## src/rtl/osc_seq_pkg.sv

```systemverilog
// Shared types and default timing constants for the oscillator/PLL clock sequencer.
package osc_seq_pkg;

  typedef enum logic [2:0] {
    ST_WAIT_INIT = 3'd0,
    ST_PLL_OFF   = 3'd1,
    ST_WAIT_LOCK = 3'd2,
    ST_STABLE    = 3'd3,
    ST_RELEASE   = 3'd4,
    ST_RUN       = 3'd5,
    ST_FAULT     = 3'd6
  } state_e;

  localparam int DEF_STABLE_CYCLES = 1024;
  localparam int DEF_LOCK_TIMEOUT  = 16000;
  localparam int DEF_HOLD_CYCLES   = 16;
  localparam int DEF_MAX_RETRIES   = 3;

  // The PLL is powered in every state that waits on, or relies on, lock.
  function automatic logic pll_enabled(input state_e st);
    logic en;
    case (st)
      ST_WAIT_LOCK: en = 1'b1;
      ST_STABLE:    en = 1'b1;
      ST_RELEASE:   en = 1'b1;
      ST_RUN:       en = 1'b1;
      default:      en = 1'b0;
    endcase
    return en;
  endfunction

  function automatic logic [1:0] sat_inc2(input logic [1:0] v);
    logic [1:0] r;
    if (v == 2'd3) begin
      r = v;
    end else begin
      r = v + 2'd1;
    end
    return r;
  endfunction

endpackage

```

## src/rtl/sync_2ff.sv

```systemverilog
// Two-flop synchronizer for a single asynchronous level into the CLK domain.
module sync_2ff (
  input  logic clk,
  input  logic rst_n,
  input  logic d,
  output logic q
);

  logic meta_q;
  logic sync_q;

  // meta_q may go metastable; only sync_q is consumed downstream
  always_ff @(posedge clk or negedge rst_n) begin
    if (!rst_n) begin
      meta_q <= 1'b0;
      sync_q <= 1'b0;
    end else begin
      meta_q <= d;
      sync_q <= meta_q;
    end
  end

  assign q = sync_q;

endmodule

```

## src/rtl/osc_clock_sequencer.sv

```systemverilog
// Brings up the PLL from the on-chip oscillator, waits for a stable lock and
// then releases fabric reset; retries a slow lock and latches FAULT when out of attempts.
module osc_clock_sequencer
  import osc_seq_pkg::*;
#(
  parameter int STABLE_CYCLES = DEF_STABLE_CYCLES,
  parameter int LOCK_TIMEOUT  = DEF_LOCK_TIMEOUT,
  parameter int HOLD_CYCLES   = DEF_HOLD_CYCLES,
  parameter int MAX_RETRIES   = DEF_MAX_RETRIES
) (
  input  logic       CLK,
  input  logic       RESETN,
  input  logic       INIT_DONE,
  input  logic       PLL_LOCK,
  input  logic       SW_RESET_REQ,
  output logic       PLL_POWERDOWN_N,
  output logic       FABRIC_RESET_N,
  output logic       READY,
  output logic       FAULT,
  output logic [2:0] STATE,
  output logic [1:0] RETRY_CNT
);

  localparam int HOLD_W = $clog2(HOLD_CYCLES) + 1;
  localparam int TO_W   = $clog2(LOCK_TIMEOUT) + 1;
  localparam int STAB_W = $clog2(STABLE_CYCLES) + 1;

  localparam logic [HOLD_W-1:0] HOLD_LAST = HOLD_W'(HOLD_CYCLES - 1);
  localparam logic [TO_W-1:0]   TO_LAST   = TO_W'(LOCK_TIMEOUT - 1);
  localparam logic [STAB_W-1:0] STAB_LAST = STAB_W'(STABLE_CYCLES - 1);
  localparam logic [2:0]        RETRY_MAX = 3'(MAX_RETRIES);

  logic rst_sync_n;
  logic init_s;
  logic lock_s;

  state_e            state_q,  state_d;
  logic [HOLD_W-1:0] hold_q,   hold_d;
  logic [TO_W-1:0]   to_q,     to_d;
  logic [STAB_W-1:0] stab_q,   stab_d;
  logic [1:0]        retry_q,  retry_d;
  logic              pd_n_q,   pd_n_d;
  logic              frst_n_q, frst_n_d;
  logic              ready_q,  ready_d;
  logic              fault_q,  fault_d;
  logic [2:0]        retry_next_s;

  // Reset asserts immediately through the synchronizer's async clear and
  // releases two edges later.
  sync_2ff u_rst_sync (
    .clk   (CLK),
    .rst_n (RESETN),
    .d     (1'b1),
    .q     (rst_sync_n)
  );

  sync_2ff u_init_sync (
    .clk   (CLK),
    .rst_n (RESETN),
    .d     (INIT_DONE),
    .q     (init_s)
  );

  sync_2ff u_lock_sync (
    .clk   (CLK),
    .rst_n (RESETN),
    .d     (PLL_LOCK),
    .q     (lock_s)
  );

  assign retry_next_s = {1'b0, retry_q} + 3'd1;

  // Next-state and counter update; INIT_DONE loss outranks a software restart,
  // which outranks lock loss and counter expiry.
  always_comb begin
    state_d = state_q;
    hold_d  = hold_q;
    to_d    = to_q;
    stab_d  = stab_q;
    retry_d = retry_q;
    if ((state_q != ST_WAIT_INIT) && !init_s) begin
      state_d = ST_WAIT_INIT;
      hold_d  = HOLD_W'(0);
      to_d    = TO_W'(0);
      stab_d  = STAB_W'(0);
      retry_d = 2'd0;
    end else if ((state_q != ST_WAIT_INIT) && SW_RESET_REQ) begin
      state_d = ST_PLL_OFF;
      hold_d  = HOLD_W'(0);
      to_d    = TO_W'(0);
      stab_d  = STAB_W'(0);
      retry_d = 2'd0;
    end else begin
      case (state_q)
        ST_WAIT_INIT: begin
          hold_d  = HOLD_W'(0);
          to_d    = TO_W'(0);
          stab_d  = STAB_W'(0);
          retry_d = 2'd0;
          if (init_s) begin
            state_d = ST_PLL_OFF;
          end else begin
            state_d = ST_WAIT_INIT;
          end
        end
        ST_PLL_OFF: begin
          to_d   = TO_W'(0);
          stab_d = STAB_W'(0);
          if (hold_q >= HOLD_LAST) begin
            state_d = ST_WAIT_LOCK;
            hold_d  = HOLD_W'(0);
          end else begin
            hold_d = hold_q + HOLD_W'(1);
          end
        end
        ST_WAIT_LOCK: begin
          if (lock_s) begin
            state_d = ST_STABLE;
            stab_d  = STAB_W'(0);
          end else if (to_q >= TO_LAST) begin
            retry_d = sat_inc2(retry_q);
            hold_d  = HOLD_W'(0);
            to_d    = TO_W'(0);
            if (retry_next_s >= RETRY_MAX) begin
              state_d = ST_FAULT;
            end else begin
              state_d = ST_PLL_OFF;
            end
          end else begin
            to_d = to_q + TO_W'(1);
          end
        end
        ST_STABLE: begin
          // the timeout budget is kept across a lock glitch, not restarted
          if (!lock_s) begin
            state_d = ST_WAIT_LOCK;
            stab_d  = STAB_W'(0);
          end else if (stab_q >= STAB_LAST) begin
            state_d = ST_RELEASE;
            stab_d  = STAB_W'(0);
            hold_d  = HOLD_W'(0);
          end else begin
            stab_d = stab_q + STAB_W'(1);
          end
        end
        ST_RELEASE: begin
          if (hold_q >= HOLD_LAST) begin
            state_d = ST_RUN;
            hold_d  = HOLD_W'(0);
          end else begin
            hold_d = hold_q + HOLD_W'(1);
          end
        end
        ST_RUN: begin
          if (!lock_s) begin
            state_d = ST_PLL_OFF;
            hold_d  = HOLD_W'(0);
            to_d    = TO_W'(0);
            stab_d  = STAB_W'(0);
            retry_d = 2'd0;
          end else begin
            state_d = ST_RUN;
          end
        end
        ST_FAULT: begin
          state_d = ST_FAULT;
        end
        default: begin
          state_d = ST_WAIT_INIT;
          hold_d  = HOLD_W'(0);
          to_d    = TO_W'(0);
          stab_d  = STAB_W'(0);
          retry_d = 2'd0;
        end
      endcase
    end
  end

  // Outputs are decoded from the next state so they flip on the same edge as STATE.
  always_comb begin
    pd_n_d   = pll_enabled(state_d);
    frst_n_d = (state_d == ST_RUN);
    ready_d  = (state_d == ST_RUN);
    fault_d  = (state_d == ST_FAULT);
  end

  // Sequencer state, counters and registered outputs.
  always_ff @(posedge CLK or negedge rst_sync_n) begin
    if (!rst_sync_n) begin
      state_q  <= ST_WAIT_INIT;
      hold_q   <= HOLD_W'(0);
      to_q     <= TO_W'(0);
      stab_q   <= STAB_W'(0);
      retry_q  <= 2'd0;
      pd_n_q   <= 1'b0;
      frst_n_q <= 1'b0;
      ready_q  <= 1'b0;
      fault_q  <= 1'b0;
    end else begin
      state_q  <= state_d;
      hold_q   <= hold_d;
      to_q     <= to_d;
      stab_q   <= stab_d;
      retry_q  <= retry_d;
      pd_n_q   <= pd_n_d;
      frst_n_q <= frst_n_d;
      ready_q  <= ready_d;
      fault_q  <= fault_d;
    end
  end

  assign PLL_POWERDOWN_N = pd_n_q;
  assign FABRIC_RESET_N  = frst_n_q;
  assign READY           = ready_q;
  assign FAULT           = fault_q;
  assign STATE           = state_q;
  assign RETRY_CNT       = retry_q;

endmodule

```

## config.mk

```make
export PLATFORM = sky130hd
export DESIGN_NAME = osc_clock_sequencer
export DESIGN_NICKNAME = d
export VERILOG_FILES = /design/src/rtl/osc_seq_pkg.sv /design/src/rtl/sync_2ff.sv /design/src/rtl/osc_clock_sequencer.sv
export SDC_FILE = /design/constraint.sdc
export NUM_CORES = 1
export LEC_CHECK = 0
export CORE_MARGIN = 2
export CORE_UTILIZATION = 50
export CTS_BUF_LIST = sky130_fd_sc_hd__clkbuf_8
export CTS_CLUSTER_SIZE = 20
export DETAILED_ROUTE_END_ITERATION = 16
export PLACE_DENSITY = 0.68
export SKIP_LAST_GASP = 1
export SYNTH_ARGS = -nofsm -noshare
export SYNTH_HDL_FRONTEND = slang
export SYNTH_SLANG_ARGS = --single-unit
```

## constraint.sdc

```tcl
create_clock -name CLK -period 3.7 [get_ports CLK]
set_clock_uncertainty 0.1 [all_clocks]
set_input_delay 1.11 -clock CLK [delete_from_list [all_inputs] [get_ports CLK]]
set_output_delay 1.11 -clock CLK [all_outputs]
set_load 0.005 [all_outputs]
```

Yosys cells after proc, flatten, opt, wreduce, memory -nomap -nowiden:

Cells that the tools add are included.

* add/subtract/negate cells: 5
* multiplexer cells: 42
* eq/ne operators: 23
* $lt $le $gt $ge: 4
* reduce and logical (&&, ||, !) cells: 14

Operators with widths (number)
* $mux W15: 5
* $mux W11: 6
* $pmux W15 S3: 1
* $pmux W11 S4: 1
* $mux W5: 8
* $mux W3: 10
* $pmux W5 S5: 1
* $pmux W3 S7: 1
* $ne A4 B4 Y1 const B: 5
* $eq A3 B3 Y1 const B: 6
* $add A15 B1 Y15 const B: 1
* $ge A15 B14 Y1 const B: 1
* $eq A3 B2 Y1 const B: 4
* $mux W2: 6
* $add A11 B1 Y11 const B: 1
* $ge A11 B10 Y1 const B: 1
* $ne A3 B1 Y1 const B: 3
* $ne A4 B3 Y1 const B: 2
* $reduce_or A4 Y1: 2
* $pmux W2 S3: 1
* $reduce_and A3 Y1: 2
* $reduce_and A6 Y1: 1
* $add A5 B1 Y5 const B: 1
* $ge A5 B4 Y1 const B: 1
* 14 further kinds: 17

* register bits after elaboration: 45
* input bits: 5
* logic and storage cells: 102
* output and inout port bits: 9

Logic depth before layout (Yosys ltp):

Gate-level depths: netlist of the first run.

* depth in word-level cells: 11
* gate-level depth with buffers: 8
* depth with buffers taken out: 8

Cells and area by module:

From an unflattened synthesis of the first run, not the netlist that was laid out.

* cell total of the unflattened synthesis: 260
* area total of the unflattened synthesis: 2487.4 um^2

Modules (own cells, without submodules)
* osc_clock_sequencer: area an instance 2337.2 um^2, cells each 254, seq. area each 975.9 um^2, times used 1
* sync_2ff: area an instance 50.0 um^2, cells each 2, seq. area each 50.0 um^2, times used 3

Worst setup path after synthesis of the first run:

Ideal clock, no wire load.

* path kind: input-to-reg
* start: in SW_RESET_REQ
* end: reg retry_q[1] (netlist: RETRY_CNT[1])
* path buffers: 0
* required time: 3473 ps
* setup slack: 1254 ps
* arrival: 2218 ps
* stages: 5
* library setup time: 127 ps
* cell sequence: nor2b_1 o21ai_0 a31oi_2 a31o_2 mux2_1

* cells in the longest elaborated chain, start to end: 3
* elaborated cells on any way between the ends: 9
* those cells by class: 5 x eq/ne; 2 x mux; 2 x reduce/logical

RTL lines
* start, declared: line osc_clock_sequencer.sv:15 `input logic SW_RESET_REQ,`
* $logic_and A1 B1 Y1 (*): line osc_clock_sequencer.sv:87 `end else if ((state_q != ST_WAIT_INIT) && SW_RESET_REQ) begin`
* $ne A4 B4 Y1 (no source line), or another cell as far along
* $reduce_and A5 Y1 (no source line) or $mux W2 (tied branches)
* end signal, assigned: line osc_clock_sequencer.sv:204 `retry_q <= retry_d;`
* end, declared: line osc_clock_sequencer.sv:41 `logic [1:0] retry_q, retry_d;`

Every way passes the cells marked *; elsewhere a longest branch is shown, timed or not.
A chain may end at the register's enable or synchronous reset.

Final worst setup path of the first run:

* start: in SW_RESET_REQ
* end: reg stab_q[9]

* cells in the longest elaborated chain, start to end: 3
* elaborated cells on any way between the ends: 7
* those cells by class: 3 x eq/ne; 2 x mux; 2 x reduce/logical

RTL lines
* $logic_and A1 B1 Y1 (*): line osc_clock_sequencer.sv:87
* $ne A4 B3 Y1 (no source line), or another cell as far along
* $reduce_and A3 Y1 (no source line) or $mux W11 (tied branches)
* end signal, assigned: line osc_clock_sequencer.sv:203 `stab_q <= stab_d;`
* end, declared: line osc_clock_sequencer.sv:40 `logic [STAB_W-1:0] stab_q, stab_d;`

Marks and branches as above.

==> results.py, run 1 <==
metrics = {
    "status": {
        "outcome": "finished clean",
    },
    "route": {
        "vias_per_cell": 5.81,
        "ant_nets": 0,
        "wl_per_cell_um": 14.5,
        "dr.pass1.iters": 4,
        "drtIter0Drc": 120,
        "vias": 1999,
        "routed_wl_um": 5010,
        "drc_errors": 0,
    },
    "place": {
        "gp_congestion": 0.807,
        "place_hpwl_um": 3560,
        "io_buffers": 13,
    },
    "sta": {
        "fmax_mhz": 337,
        "hold_ws_ns": 0.199,
        "tightest_slew_ns": 1.15,
        "rsz0062_at_grt": "no",
        "period_share_pct": 80.1,
        "fin_setup_tns_ns": 0,
        "setup_viol": 0,
        "relSlewSlack_pct": 23.0,
        "period_needed_ns": 2.96,
        "hold_viol_final": 0,
        "slew_violations": 0,
    },
    "global_routing": {
        "grt_max_degree": 40,
        "antenna_found_initial": 0,
        "grt_overflow_total": 0,
        "grt_pass1_wl_um": 8680,
        "grtUsageTotal_pct": 18.4,
        "grt_pass1_vias": 1858,
    },
    "layout": {
        "drive_above_1_share_pct": 10.6,
        "multi_input_comb_area_um2": 1300,
        "seqCellArea_um2": 1130,
        "layout.nets": 285,
        "synthToLayoutAreaGrowth_pct": 8.52,
        "diodes": 0,
        "nFillCells": 489,
    },
    "floorplanning": {
        "die_x_um": 76.1,
        "die_area_um2": 5790,
        "row_count": 26,
        "start_util_pct": 51.2,
        "coreArea_um2": 5070,
        "die_h_um": 76.1,
        "pin_count": 14,
    },
    "logic_synthesis": {
        "synth_area_um2": 2600,
        "synth_nets": 274,
        "synth_cell_type_count": 64,
        "synth-seq-cells": 45,
        "synth_cells": 263,
        "synth_area_per_cell_um2": 9.88,
        "yosysSeqAreaShare_pct": 43.3,
        "synthArstFlopShare_pct": 100,
        "synth-edff-count": 0,
        "synth_warnings": 0,
        "synth_ff_type": "dfrtp_1",
    },
    "clock_network": {
        "clkSlewWorstSetupHoldPaths_ns": 0.08,
        "clkLatencyLatePin_ns": 0.29,
        "cts_tree": "done",
        "ctsHoldBuffers": 0,
        "cts_resized": 0,
        "htreeDepth": 2,
        "cts_root_buffer": "clkbuf_8",
        "cts_setup_buffers": 0,
        "clockBufferDepth": 2,
        "cts_sinks": 45,
        "cts_made_buffers": 5,
    },
    "setup_path": {
        "cp_data_required_time_ns": 3.80,
        "max_stage_delay_ns": 0.44,
        "crit_arrival_ns": 3.06,
        "path_cells": "clkdlybuf4s50_1 > nor2b_1 > nor2_1 > nor3_2 > buf_4 > nand2_1 > o31ai_1",
        "cp.buffers_inverters": 2,
        "crit_path_start_kind": "primary input",
        "path_max_fanout": 9,
        "end_kind": "flip-flop",
        "worst-setup-path-type": "in -> reg",
        "path_delay_family": "simple AND/OR/NAND/NOR gates",
        "slowest_stage": "clkdlybuf4s50_1",
    },
    "power": {
        "power.density_nw_per_um2": 295,
        "power_leakage_nw": 1.19,
        "irDropWorstVdd_v": 0.000239,
    },
    "worst_hold_path": {
        "hold_class": "reg -> async",
    },
    "run": {
        "cap_violations": 0,
    },
}
## cell type report
cell class              instances  share of cell area, %
multi-input cells             191                   46.2
clock inverters                 1                  0.133
repair buffers                 18                   5.95
well taps                      70                   3.11
flip-flops and latches         45                   39.9
inverters                      13                   1.73
clock buffers                   6                   2.93
## registers in the layout, summed over array words and instances (netlist names), 2 cells and up
register	count
stab_q	11
STATE	3
hold_q	5
to_q	15
RETRY_CNT	2
## routing by layer
metal  track usage (%)  part of all wire, %
met1              25.9                   48
met2              28.7                   47
met5                 0                    0
met4              6.36                  1.4
met3              3.32                  3.6
## stage by stage
stage / power [W] / std cells / utilization [%] / area (um^2) / setup slack [ns]
after floorplan: 0.000535 / 263 / - / 2600 / 1.25
after global placement: 0.000547 / 337 / 53.9 / 2730 / 0.559
after detailed placement: 0.000547 / 337 / 53.9 / 2730 / 0.456
after CTS: 0.000846 / 344 / 55.6 / 2820 / 0.749
after global routing: 0.000874 / 344 / 55.6 / 2820 / 0.561
final: 0.000831 / 344 / 55.6 / 2820 / 0.736
## final timing paths
kind                               startpoint            end  slack (ns)  depth (start not counted)
max                              SW_RESET_REQ      stab_q[9]        0.74                          7
min                              u_rst_sync.q   RETRY_CNT[1]        0.20                          1
max reg2reg                          STATE[1]       to_q[11]        1.06                          5
min reg2reg                      u_rst_sync.q   RETRY_CNT[1]        0.20                          1
max in group asynchronous              RESETN  u_init_sync.q        2.36                          1
min in group CLK           u_lock_sync.meta_q  u_lock_sync.q        0.25                          0
## worst register-to-register path, cell delays in order (launching register included)
cell,delay (ns)
dfrtp_1,0.75
a21oi_1,0.15
o211ai_1,0.93
a211oi_2,0.27
a21bo_2,0.27
a21oi_1,0.11
## cells in the mapped netlist (2+ instances only)
library cell  count  area (um^2)
a211oi_1          5         37.5
a21o_1            2         15.0
a21oi_1          13         65.1
a22o_1            4         35.0
a31oi_1           7         43.8
a31oi_2           2         25.0
a41oi_1           3         26.3
and2_1            3         18.8
and3_1            5         31.3
and4b_1           2         20.0
buf_2             4         20.0
buf_4             2         15.0
buf_6             2         22.5
clkbuf_1          2         7.51
clkbuf_8          4         55.1
dfrtp_1          45         1130
ha_1              6         75.1
inv_1            13         48.8
mux2i_1           3         30.0
nand2_1          18         67.6
nand2b_1          3         18.8
nand3_1          15         75.1
nand3b_1          5         37.5
nand4_1           5         31.3
nor2_1           23         86.3
nor2b_1           3         18.8
nor3_1            5         25.0
nor3b_1           2         15.0
o211ai_1          2         15.0
o21ai_0           6         30.0
o21ai_1           6         30.0
o31ai_1           2         15.0
o41ai_1           2         17.5
xnor2_1           9         78.8
## cell usage in the layout (no fill, tap or decap), types with 6 or more instances in the layout
cell type | netlist | layout
clkbuf_8 | 4 | 6
nand3_1 | 15 | 15
nand2_1 | 18 | 18
clkdlybuf4s50_1 | 0 | 13
xnor2_1 | 9 | 9
a21oi_1 | 13 | 13
a31oi_1 | 7 | 7
o21ai_0 | 6 | 6
o21ai_1 | 6 | 6
dfrtp_1 | 45 | 45
inv_1 | 13 | 14
nor2_1 | 23 | 23
ha_1 | 6 | 6
## where the power goes
| part | internal (W) | leakage [nW] | switching (W) | total, W |
|---|---|---|---|---|
| clock | 0.000145 | 0.0485 | 0.000149 | 0.000294 |
| combinational | 0.0000136 | 0.532 | 0.0000206 | 0.0000342 |
| sequential | 0.000496 | 0.612 | 0.00000672 | 0.000502 |
| total | 0.000655 | 1.19 | 0.000176 | 0.000831 |
## kinds of logic after synthesis
kind of cell               count (synthesis)  synth area share (%)
and+or+nand+nor                          100                  21.0
AOI/OAI and AO/OA                         69                  20.7
DFF                                       45                  43.3
buffers and inverters                     27                  6.50
xor gates and xnor gates                  10                  3.37
adders and majority gates                  6                  2.89
muxes                                      5                  2.02
other                                      1                 0.144
(Power assumes the default switching activity.)
==> run 2, diff against run 1 <==
Clock period 3.7 ns to 2.8 ns, I/O delays scaled along.
==> run 2 against run 1 <==
Final cell count up 2.6%. Combinational power rose by 28%. Core utilization up 1.1 points. Clock power increased by 28%. Die area did not move. First-iteration DRC count fell by 13%. Register-to-register slack worse by 0.59 ns. Critical path type is now reg -> out.
==> results.py, run 2 (synthesis results as in run 1) <==
metrics = {
    "sta": {
        "setup_viol": 0,
        "fmax_mhz": 390,
        "relSlewSlack_pct": 48.5,
        "period_needed_ns": 2.56,
        "period_share_pct": 91.5,
        "slew_violations": 0,
        "tightest_slew_ns": 0.770,
        "hold_viol_final": 0,
        "rsz0062_at_grt": "no",
        "fin_ws_ns": 0.238,
        "fin_setup_tns_ns": 0,
    },
    "route": {
        "wl_per_cell_um": 14.0,
        "vias_per_cell": 5.52,
        "ant_nets": 0,
        "routed_wl_um": 4940,
        "drtIter0Drc": 104,
        "vias": 1950,
        "dr.pass1.iters": 4,
        "drc_errors": 0,
    },
    "power": {
        "intPower_w": 0.000841,
        "sw_frac_of_total_pct": 22.6,
        "irDropWorstVdd_v": 0.000258,
        "power.density_nw_per_um2": 378,
        "p_switching_w": 0.000246,
        "pwr-share-seq_pct": 61.4,
        "clkPwrFrac_pct": 34.6,
        "combPwrFrac_pct": 4.0,
        "power_leakage_nw": 1.24,
    },
    "global_routing": {
        "grt_pass1_vias": 1861,
        "antenna_found_initial": 0,
        "grt_overflow_total": 0,
        "grt_use_met3_pct": 3.55,
        "grtUsageTotal_pct": 18.2,
        "met1_usage_pct": 26.3,
        "grt_max_degree": 23,
        "grt.busiest_layer": "met2",
        "met2_usage_pct": 27.6,
        "grt_pass1_wl_um": 8700,
    },
    "layout": {
        "final_common_cell": "dfrtp_1",
        "largest_register": "to_q",
        "diodes": 0,
        "synthToLayoutAreaGrowth_pct": 10.6,
        "layout.nets": 293,
        "largest_register_ffs": 15,
        "reg_top3": "to_q (15), stab_q (11), hold_q (5)",
        "layout_common_cells": "dfrtp_1, nor2_1, nand2_1",
        "drive_above_1_share_pct": 12.7,
    },
    "place": {
        "place_hpwl_um": 3470,
        "gp_congestion": 0.827,
        "io_buffers": 13,
        "place_ws_ns": 0.0934,
    },
    "setup_path": {
        "cp_data_required_time_ns": 1.86,
        "crit_arrival_ns": 1.62,
        "worst-setup-path-type": "reg -> out",
        "r2r_end": "RETRY_CNT[1]",
        "end_kind": "output pin",
        "crit_path_start": "STATE[2]",
        "ff2ff_setup_slack_ns": 0.47,
        "crit_cells": 1,
        "slowest_stage": "dfrtp_1",
        "r2r-start": "STATE[2]",
        "cp-endpoint": "STATE[2]",
        "path_cells": "clkdlybuf4s50_1",
        "max_stage_delay_ns": 0.72,
        "r2r_cells": 5,
        "cp.buffers_inverters": 1,
        "path_delay_family": "flip-flops",
        "path_max_fanout": 20,
        "crit_path_start_kind": "flip-flop",
    },
    "clock_network": {
        "ctsHoldBuffers": 0,
        "clkLatencyLatePin_ns": 0.30,
        "cts_resized": 0,
        "clkSlewWorstSetupHoldPaths_ns": 0.08,
        "cts_root_buffer": "clkbuf_8",
        "cts_sinks": 45,
        "clockBufferDepth": 2,
        "cts_tree": "done",
        "htreeDepth": 2,
        "cts_made_buffers": 5,
        "cts_setup_buffers": 0,
    },
    "floorplanning": {
        "pin_count": 14,
        "start_util_pct": 51.2,
        "row_count": 26,
        "die_x_um": 76.1,
        "die_h_um": 76.1,
        "coreArea_um2": 5070,
        "die_area_um2": 5790,
    },
    "status": {
        "outcome": "finished clean",
    },
    "worst_hold_path": {
        "hold_class": "reg -> async",
    },
    "run": {
        "cap_violations": 0,
    },
}
## run 2: final cells by class
class	count	area (um^2)
timing repair buffer	26	228
sequential	45	1130
inverter	13	48.8
multi-input combinational	191	1300
clock inverter	3	11.3
clock buffer	5	68.8
tap	70	87.6
fill	468	2200
## run 2: worst min path at each step
stage                       startpoint             to  slack [ns]  depth (start not counted)
global placement          u_rst_sync.q       to_q[12]        0.23                          0
floorplan           u_init_sync.meta_q  u_init_sync.q        0.23                          0
CTS                       u_rst_sync.q       to_q[11]        0.24                          0
detailed placement  u_init_sync.meta_q  u_init_sync.q        0.23                          0
finish                    u_rst_sync.q   RETRY_CNT[0]        0.20                          0
global route         u_rst_sync.meta_q   u_rst_sync.q        0.26                          0
## run 2: through the flow
stage | hold slack [ns] | utilization [%] | cells | cell area [um^2] | total power, W
CTS | 0.240 | 56.6 | 353 | 2870 | 0.00110
detailed placement | 0.235 | 55.1 | 345 | 2790 | 0.000725
floorplan | 0.231 | - | 263 | 2600 | 0.000707
global placement | 0.229 | 55.1 | 345 | 2790 | 0.000725
finish | 0.204 | 56.6 | 353 | 2870 | 0.00109
global route | 0.258 | 56.6 | 353 | 2870 | 0.00113
## run 2: per-layer routing
| metal | vias to the layer above | share of wire (%) |
|---|---|---|
| met1 | 920 | 53 |
| li1 | 995 | - |
| met2 | 27 | 43 |
| met4 | 0 | 1.4 |
| met3 | 8 | 2.5 |
| met5 | - | 0 |
## run 2: power groups by stage
stage | registers, W | clock network, W | logic, W
6_report | 0.000667 | 0.000376 | 0.0000437
3_3_place_gp | 0.000681 | 0 | 0.0000442
5_1_grt | 0.000670 | 0.000410 | 0.0000500
3_5_place_dp | 0.000681 | 0 | 0.0000446
2_1_floorplan | 0.000679 | 0 | 0.0000284
4_1_cts | 0.000667 | 0.000389 | 0.0000447
==> run 3, diff against run 2 <==
Settings changed: DONT_BUFFER_PORTS from default to 1, PLACE_DENSITY 0.68 to default.
==> run 3 against run 2 <==
Final cell count down 4.8%. Core utilization shrank 2.7 points. Via count fell by 2.0%. Fmax up 12%. Clock-buffer cell count rose by 2. First-iteration DRC count increased by 33%. Critical endpoint is now to_q[6]. Highest routed layer unchanged.
==> results.py, run 3 (synthesis results as in run 1) <==
metrics = {
    "global_routing": {
        "grtUsageTotal_pct": 18.8,
        "grt_overflow_total": 0,
        "grt_pass1_wl_um": 8820,
        "grt_max_degree": 30,
        "grt_pass1_vias": 1848,
        "antenna_found_initial": 0,
    },
    "setup_path": {
        "crit_path_start_kind": "flip-flop",
        "crit_arrival_ns": 2.35,
        "cpMostUsedCell": "a21oi_1",
        "cp_data_required_time_ns": 2.85,
        "path_max_fanout": 11,
        "worst-setup-path-type": "reg -> reg",
        "path_cells": "nand4_1 > o31ai_4 > a21oi_1 > a21oi_1 > nor2_1",
        "max_stage_delay_ns": 0.72,
        "slowest_stage": "a21oi_1",
        "end_kind": "flip-flop",
    },
    "layout": {
        "reg_top3": "to_q (15), stab_q (11), hold_q (5)",
        "layout_common_cells": "dfrtp_1, nor2_1, nand2_1",
        "seqCellArea_um2": 1130,
        "drive_above_1_share_pct": 13.2,
        "largest_register_ffs": 15,
        "diodes": 0,
        "largest_register": "to_q",
        "final_common_cell": "dfrtp_1",
        "multi_input_comb_area_um2": 1300,
        "finish.utilization_pct": 53.9,
        "synthToLayoutAreaGrowth_pct": 5.25,
        "nFillCells": 483,
        "final_cells": 336,
        "layout.nets": 276,
    },
    "worst_hold_path": {
        "hold_class": "reg -> async",
    },
    "sta": {
        "slew_violations": 0,
        "rsz0062_at_grt": "no",
        "fmax_mhz": 436,
        "setup_viol": 0,
        "hold_viol_final": 0,
        "fin_setup_tns_ns": 0,
        "tightest_slew_ns": 0.892,
        "period_share_pct": 81.9,
        "period_needed_ns": 2.29,
        "relSlewSlack_pct": 40.5,
        "fin_ws_ns": 0.507,
    },
    "route": {
        "ant_nets": 0,
        "routed_wl_um": 5030,
        "vias_per_cell": 5.69,
        "vias": 1911,
        "dr.pass1.iters": 4,
        "wl_per_cell_um": 15.0,
        "drc_errors": 0,
        "drtIter0Drc": 138,
    },
    "clock_network": {
        "clkLatencyLatePin_ns": 0.30,
        "cts_setup_buffers": 0,
        "htreeDepth": 2,
        "cts_made_buffers": 5,
        "clkSlewWorstSetupHoldPaths_ns": 0.09,
        "cts_resized": 0,
        "cts_tree": "done",
        "ctsHoldBuffers": 0,
        "cts_root_buffer": "clkbuf_8",
        "cts_sinks": 45,
        "clockBufferDepth": 2,
    },
    "power": {
        "sw_frac_of_total_pct": 21.9,
        "power.density_nw_per_um2": 417,
        "irDropWorstVdd_v": 0.000283,
        "combPwrFrac_pct": 3.2,
        "power_leakage_nw": 1.17,
        "pwr-share-seq_pct": 58.3,
        "intPower_w": 0.000891,
        "p_switching_w": 0.000250,
        "clkPwrFrac_pct": 38.4,
    },
    "place": {
        "place_hpwl_um": 3540,
        "gp_congestion": 0.793,
        "io_buffers": 0,
        "place_inst": 328,
        "place_ws_ns": 0.495,
    },
    "floorplanning": {
        "row_count": 26,
        "die_h_um": 76.1,
        "die_area_um2": 5790,
        "die_x_um": 76.1,
        "start_util_pct": 51.2,
        "coreArea_um2": 5070,
        "pin_count": 14,
    },
    "status": {
        "outcome": "finished clean",
    },
    "run": {
        "cap_violations": 0,
    },
}
-- run 3: critical path: cells and delay by family, from the launching register on --
kind,cells,cell delay (ns)
AO/OA/AOI/OAI,3,1.27
AND/OR/NAND/NOR,2,0.32
flip-flops,1,0.45
-- run 3: per-stage QoR --
step | hold WS (ns) | area, um^2 | total power (W)
4_1_cts | 0.0908 | 2740 | 0.00116
2_1_floorplan | 0.231 | 2600 | 0.000707
5_1_grt | 0.104 | 2740 | 0.00119
6_report | 0.0670 | 2740 | 0.00114
3_3_place_gp | 0.0834 | 2630 | 0.000716
3_5_place_dp | 0.0865 | 2630 | 0.000717
-- run 3: path summary, 6_finish.rpt --
kind                       slack (ns)            to  cells past startpoint               from
max                              0.51       to_q[6]                      5            to_q[3]
min                              0.07       to_q[3]                      0       u_rst_sync.q
max reg2reg                      0.51       to_q[6]                      5            to_q[3]
min reg2reg                      0.07       to_q[3]                      0       u_rst_sync.q
max in group asynchronous        1.80         FAULT                      1       u_rst_sync.q
min in group CLK                 0.25  u_rst_sync.q                      0  u_rst_sync.meta_q
-- run 3: metal layers --
| layer | GRT usage [%] | vias to the layer above | routed length [um] |
|---|---|---|---|
| met5 | 0 | - | 0 |
| li1 | - | 956 | - |
| met4 | 6.55 | 0 | 57 |
| met1 | 26.5 | 925 | 2590 |
| met2 | 29.0 | 25 | 2260 |
| met3 | 4.03 | 5 | 119 |
-- run 3: power by group through the flow --
stage	clock (W)	combinational (W)	sequential, W
2_1_floorplan	0	0.0000284	0.000679
3_3_place_gp	0	0.0000376	0.000679
3_5_place_dp	0	0.0000377	0.000679
4_1_cts	0.000455	0.0000377	0.000666
5_1_grt	0.000484	0.0000425	0.000668
6_report	0.000438	0.0000369	0.000665
-- run 3: layout make-up --
type	count	area share, %
clock buffer	7	3.52
clock inverter	1	0.183
inverter	13	1.78
sequential	45	41.2
timing repair buffer	9	2.47
tap	70	3.20
multi-input combinational	191	47.7
